## config.mk

```make
export PLATFORM = sky130hd
export DESIGN_NAME = seq_addsub_unit
export DESIGN_NICKNAME = d
export VERILOG_FILES = /design/src/rtl/seq_addsub_unit.sv
export SDC_FILE = /design/constraint.sdc
export NUM_CORES = 1
export LEC_CHECK = 0
export BUFFER_PORTS_ARGS = -buffer_cell sky130_fd_sc_hd__buf_2
export CORE_ASPECT_RATIO = 1.1
export CORE_MARGIN = 10
export CORE_UTILIZATION = 48
export CTS_CLUSTER_DIAMETER = 100
export DETAILED_ROUTE_END_ITERATION = 10
export GPL_ROUTABILITY_DRIVEN = 0
export PLACE_DENSITY = 0.74
export SLEW_MARGIN = 20
export SYNTH_ARGS = -nofsm -noshare
export SYNTH_HDL_FRONTEND = slang
export SYNTH_SLANG_ARGS = --single-unit
```

## constraint.sdc

```tcl
create_clock -name clk -period 1.99 [get_ports clk]
set_input_delay 0.199 -clock clk [delete_from_list [all_inputs] [get_ports clk]]
set_output_delay 0.199 -clock clk [all_outputs]
set_load 0.02 [all_outputs]
```

## src/rtl/seq_addsub_unit.sv

```systemverilog
// Chunked two's-complement add/subtract unit (CHUNK bits per cycle) with carry/ovf/zero flags.
// Latency: start accepted at edge k -> done pulse in the cycle after edge k+N/CHUNK.
// Backpressure: start is ignored while busy; build option ADDSUB_SAT_EN saturates sum on overflow.
module seq_addsub_unit #(
  parameter int N     = 8,
  parameter int CHUNK = 4
) (
  input  logic         clk,
  input  logic         reset,
  input  logic         start,
  input  logic         sub,
  input  logic [N-1:0] a,
  input  logic [N-1:0] b,
  input  logic         cin,
  output logic         busy,
  output logic         done,
  output logic [N-1:0] sum,
  output logic         cout,
  output logic         ovf,
  output logic         zero
);

  localparam int NCH = N / CHUNK;
  localparam int IW  = (NCH > 1) ? $clog2(NCH) : 1;
  localparam logic [IW-1:0] LAST = IW'(NCH - 1);
  localparam logic [N-1:0] POS_MAX = {N{1'b1}} >> 1;
  localparam logic [N-1:0] NEG_MIN = ~POS_MAX;

  typedef enum logic [1:0] {IDLE, RUN, DONE} state_t;

  state_t          state;
  // Operands are shifted right each RUN cycle so the live chunk is always in the low bits.
  logic [N-1:0]    op_a;
  logic [N-1:0]    op_b;
  logic            carry;
  logic [IW-1:0]   idx;
  // Partial result fills from the top; after NCH cycles chunk 0 sits at the LSBs.
  logic [N-1:0]    part;

  logic [CHUNK-1:0] ca;
  logic [CHUNK-1:0] cb;
  logic [CHUNK-1:0] s;
  logic             c_out;
  logic             c_msb;
  logic             res_ovf;
  logic [N-1:0]     raw;
  logic [N-1:0]     fin;

  // Ripple slice for the current chunk, plus completed-result and flag formation.
  always_comb begin
    ca         = op_a[CHUNK-1:0];
    cb         = op_b[CHUNK-1:0];
    {c_out, s} = {1'b0, ca} + {1'b0, cb} + {{CHUNK{1'b0}}, carry};
    // Carry into the top bit of this chunk recovered from the sum bit; only used on the MSB chunk.
    c_msb      = s[CHUNK-1] ^ ca[CHUNK-1] ^ cb[CHUNK-1];
    res_ovf    = c_msb ^ c_out;
    raw        = (part >> CHUNK) | (N'(s) << (N - CHUNK));
    fin        = raw;
`ifdef ADDSUB_SAT_EN
    // On the last chunk ca[CHUNK-1] is the sign bit of operand A.
    if (res_ovf) begin
      fin = ca[CHUNK-1] ? NEG_MIN : POS_MAX;
    end
`endif
  end

  // Control FSM with registered handshake, result and flag outputs.
  always_ff @(posedge clk or posedge reset) begin
    if (reset) begin
      state <= IDLE;
      op_a  <= '0;
      op_b  <= '0;
      carry <= 1'b0;
      idx   <= '0;
      part  <= '0;
      busy  <= 1'b0;
      done  <= 1'b0;
      sum   <= '0;
      cout  <= 1'b0;
      ovf   <= 1'b0;
      zero  <= 1'b0;
    end else begin
      done <= 1'b0;
      case (state)
        IDLE, DONE: begin
          if (start) begin
            op_a  <= a;
            op_b  <= b ^ {N{sub}};
            carry <= sub ? 1'b1 : cin;
            idx   <= '0;
            part  <= '0;
            busy  <= 1'b1;
            state <= RUN;
          end else begin
            state <= IDLE;
          end
        end
        RUN: begin
          op_a  <= op_a >> CHUNK;
          op_b  <= op_b >> CHUNK;
          carry <= c_out;
          part  <= raw;
          idx   <= idx + 1'b1;
          if (idx == LAST) begin
            sum   <= fin;
            cout  <= c_out;
            ovf   <= res_ovf;
            zero  <= (fin == '0);
            done  <= 1'b1;
            busy  <= 1'b0;
            state <= DONE;
          end
        end
        default: begin
          busy  <= 1'b0;
          state <= IDLE;
        end
      endcase
    end
  end

`ifndef ADDSUB_SAT_EN
  // Saturation constants are only consumed when saturation is built in.
  logic unused_sat;
  assign unused_sat = ^{POS_MAX, NEG_MIN};
`endif

endmodule

```

# Word-level counts from Yosys, hierarchy flattened
# Cells that the tools add are included.
[totals]
register_bits = 41
wordCells = 50
[classes]
addsub = 3
n_eq_ne = 4
mux = 19
bitwise = 5
n_reduce_logical = 7
[op_table]
columns = ["cell", "count"]
rows = [
  ["$pmux W8 S2", 3],
  ["$mux W8", 3],
  ["$logic_not A8 Y1", 1],
  ["$mux W1", 8],
  ["$or A4 B8 Y8", 1],
  ["$xor A8 B8 Y8", 1],
  ["$pmux W1 S2", 3],
  ["$reduce_and A2 Y1", 3],
  ["$add A4 B4 Y5", 1],
  ["$add A5 B1 Y5", 1],
  ["$ne A2 B2 Y1 const B", 2],
  ["$pmux W2 S2", 1],
  ["$xor A1 B1 Y1", 3],
  ["$eq A2 B1 Y1 const B", 1],
  ["$eq A2 B2 Y1 const B", 1],
  ["$logic_not A2 Y1", 1],
  ["$mux W2", 1],
  ["$reduce_bool A2 Y1", 1],
  ["$reduce_or A2 Y1", 1],
  ["$add A1 B1 Y1 const B", 1],
]

# Depth between registers and ports, before layout
[depth]
word_depth = 5
mapped_depth = 8
mapped_depth_nobuf = 8

# Worst setup path before layout
# Ideal clock, no wire load.
[synth_timing]
path_type = "flip-flop to flip-flop"
startpoint = "reg op_a[0]"
endpoint = "reg ovf"
setup_ns = 0.095
arrival_ns = 1.836
setup_slack_ns = 0.059
stages_incl_launch_ff = 9
path_buffers = 0
synth_period_minus_slack_ns = 1.931
path_cell_list = "dfrtp_1 > inv_1 > fa_1 > inv_1 > fa_1 > a21o_2 > a211oi_1 > a211oi_1 > o31ai_1"
[synth_between]
elab_chain_cells = 5
[synth_rtl]
columns = ["element", "line", "rtl"]
rows = [
  ["from (decl)", "33", "logic [N-1:0] op_a;"],
  ["from (signal assigned)", "99", "op_a <= op_a >> CHUNK;"],
  ["$add A4 B4 Y5 (*)", "53", "{c_out, s} = {1'b0, ca} + {1'b0, cb} + {{CHUNK{1'b0}}, carry};"],
  ["$add A5 B1 Y5 (*)", "53", ""],
  ["$xor A1 B1 Y1 (2 in series)", "55", "c_msb = s[CHUNK-1] ^ ca[CHUNK-1] ^ cb[CHUNK-1];"],
  ["$xor A1 B1 Y1 (*)", "56", "res_ovf = c_msb ^ c_out;"],
  ["to (signal assigned)", "107", "ovf <= res_ovf;"],
  ["to (decl)", "19", "output logic ovf,"],
]
# Mark *: on every way between the ends. The rest lies on a longest branch, timed or not.
# A chain may end at the register's enable or synchronous reset.

# Final worst setup path
# Ends and elaborated chain as after synthesis.

==> impl_metrics.yaml <==
sta:
  final.period_utilization_pct: 96.1
  hold_violations: 0
  post-route-min-period_ns: 1.91
  fin_ws_ns: 0.0786
  setup_viol: 0
  grt_setup_unrepaired: "yes"
  slew_headroom_pct: 66.3
  finClkSkew_ns: 0.0114
  worst-slew-pin-transition_ns: 0.504
  slew_viol_final: 0
  fmax_mhz: 523
grt:
  track_usage_pct: 11.8
  grt_start_max_net_pins: 38
  grt_pass1_wl_um: 5980
  globalRouteOverflowTotal: 0
  antenna_found_initial: 0
  grt_pass1_vias: 1272
worst_setup_path:
  worst_path_largest_cell_delay_ns: 0.39
  data_required_time_of_the_worst_path_ns: 2.23
  timing.setup.critical_path_class: "flop to flop"
  worst-endpoint-arrival_ns: 2.16
  setup.worst_path.end_class: "flop"
  crit_path_top_delay_cell: "dfrtp_1"
  critical-path-top-delay-family: "compound AO/OA/AOI/OAI gates"
  startpoint_kind_of_the_worst_setup_timing_path: "flop"
  path_cells: "inv_2, fa_2, inv_1, fa_2, a21o_4, a211oi_4, a211oi_2, o31ai_1"
  worstPathBufferInverterCount: 2
  worst_path_most_repeated_cell: "fa_2"
  critPathMaxFanout: 2
synth:
  asyncSetResetFlopFracSynth_pct: 100
  synth_largest_type_area_fraction_pct: 55.0
  netlist.top_cell.by_area: "dfrtp_1"
  post_synth_num_cell_types: 33
  synth-edff-count: 0
  yosysSeqAreaShare_pct: 55.0
  synth_top_cells_by_area: "dfrtp_1 (55%), mux2_2 (4.7%), xnor2_1 (4.7%)"
  syn-mean-instance-area_um2: 11.4
  synth_seq_cells: 37
  synthesis.yosys.warnings: 0
  combined_area_of_all_synthesized_cells_um2: 1680
  postSynthNetCount: 173
  postSynth.topFlopCell: "dfrtp_1"
  post_synthesis_instance_total: 147
run_status:
  result_of_the_run: "complete, no violations"
clocking:
  clkSinkCount: 37
  clock_latency_ns: 0.34
  clockRootBuffer: "clkbuf_4"
  clk_path_buf_depth: 2
  tritoncts_clock_tree: "built"
  clk_pin_slew_worst_paths_ns: 0.10
  cts_inserted_buffers: 5
  cts_htree_levels: 2
route:
  first_pass_iters: 4
  detailedRoute.firstIterationViolations: 48
  drc: 0
  vias_per_cell: 5.12
  routedWlPerCell_um: 15.1
  detailroute.via_count: 1213
  routed_wl_um: 3580
  ant_nets: 0
power:
  design_power_total_w: 0.00365
  leakage_nw: 1.01
  ir_worst_vdd_v: 0.000697
  power-per-cell-area_nw_per_um2: 1790
final_layout:
  post_route_cell_area_um2: 2040
  layout-area-overhead-vs-synth_pct: 21.0
  fraction_of_final_layout_cells_with_drive_strength_greater_than_1_pct: 36.0
  antennaDiodeCount: 0
  finish.net_count: 215
job:
  maxCapViolCount: 0
floorplanning:
  die_h_um: 82.1
  die_x_um: 76.5
  fp-row-count: 22
  design.core.area_um2: 3360
  initial_core_util_pct: 50.1
  die_area_um2: 6280
  top_level_i_o_count: 34
min_path:
  hold_class: "primary input to flop"
placed_design:
  numPortBuffers: 33
  dpl-instance-area_um2: 1920
  preCtsSetupSlack_ns: -0.0566
  detail_placement_hpwl_um: 2710
==> cells in the final DEF, fill, tap and decap left out, types with 2 or more instances in the layout <==
cell type / Yosys / routed
a21oi_1: 2 / 2
a22o_1: 6 / 6
a221o_1: 5 / 5
o21ai_0: 12 / 12
nor2_1: 5 / 5
mux2_2: 7 / 7
ha_1: 3 / 2
a22oi_1: 3 / 3
xnor2_1: 9 / 9
nand2b_1: 2 / 2
buf_2: 2 / 33
inv_2: 0 / 3
nand2_1: 20 / 20
buf_4: 0 / 8
clkbuf_4: 0 / 5
fa_2: 0 / 2
dfrtp_1: 37 / 37
inv_1: 7 / 4
nor2b_1: 2 / 2
==> area by class of cell <==
cell class	instances	area (µm²)
Clock buffer	7	55.1
Tap cell	48	60.1
Fill cell	312	1320
Timing Repair Buffer	42	235
Inverter	7	26.3
Multi-Input combinational cell	96	733
Sequential cell	37	926
==> tightest hold or removal path, delay by kind of cell <==
| kind | cells | cell delay, ns |
|---|---|---|
| AO/OA/AOI/OAI | 1 | 0.05 |
| AND/OR/NAND/NOR | 1 | 0.05 |
| buffers and inverters | 1 | 0.08 |
==> synth_stat cells (all sizes together), types with 3 or more instances <==
cell type,n
xnor2,9
dfrtp,37
ha,3
nand2,20
inv,7
a22oi,3
a221o,5
clkbuf,5
mux2,7
nor2,5
o21ai,12
a22o,7
==> registers in the layout, indices dropped and copies added (netlist names), 2 cells and up <==
register	flops
part	4
state	2
op_b	8
op_a	8
sum	8
==> final timing paths <==
| check | from | endpoint | slack [ns] | cells after the start |
|---|---|---|---|---|
| worst max-delay path | op_a[0]$_DFFE_PP0P_ | ovf$_DFFE_PP0P_ | 0.08 | 8 |
| worst min-delay path | a[3] | op_a[3]$_DFFE_PP0P_ | 0.07 | 3 |
| worst max register to register | op_a[0]$_DFFE_PP0P_ | ovf$_DFFE_PP0P_ | 0.08 | 8 |
| worst min register to register | busy$_DFFE_PP0P_ | busy$_DFFE_PP0P_ | 0.48 | 2 |
| max in group asynchronous | reset | sum[5]$_DFFE_PP0P_ | 1.17 | 4 |
| min in group asynchronous | reset | sum[4]$_DFFE_PP0P_ | 0.49 | 4 |
==> through the flow <==
stage	utilization, %	TNS [ns]	hold slack [ns]	cells
after floorplan	-	0	0.327	147
after global placement	57.3	0	0.317	227
after detailed placement	57.3	-0.0566	0.323	227
after CTS	59.7	0	0.0726	236
after global routing	60.6	-0.0235	0.0648	237
final	60.6	0	0.0673	237
==> routing by layer <==
metal / GRT usage, % / part of all wire, % / vias up
met2: 20.1 / 46 / 36
met4: 3.90 / 1.2 / 0
li1: - / - / 597
met3: 5.51 / 7.0 / 5
met5: 0 / 0 / -
met1: 13.1 / 45 / 575
==> power breakdown <==
group          internal [W]  total [W]  switching (W)  leakage (nW)
logic              0.000885    0.00193        0.00104         0.508
clock network      0.000167   0.000393       0.000226        0.0314
registers           0.00110    0.00133       0.000225         0.467
total               0.00215    0.00365        0.00149          1.01
==> cells by family after synthesis <==
logic type	count (synthesis)	synth area share, %
DFF	37	55.0
and+or+nand+nor	36	10.2
AOI/OAI and AO/OA	38	17.0
adders and majority gates	5	4.61
xor gates and xnor gates	10	5.20
muxes	7	4.68
buffers and inverters	14	3.27
==> what timing repair did <==
item,4_1_cts,5_1_grt
buffers inserted,1,1
hold buffers,1,0
resized for setup,3,8
pin swaps,1,4
endpoints found under the setup margin,1,3
endpoints found under the hold margin,37,0
Note: power is estimated with default switching activity, not from simulation.
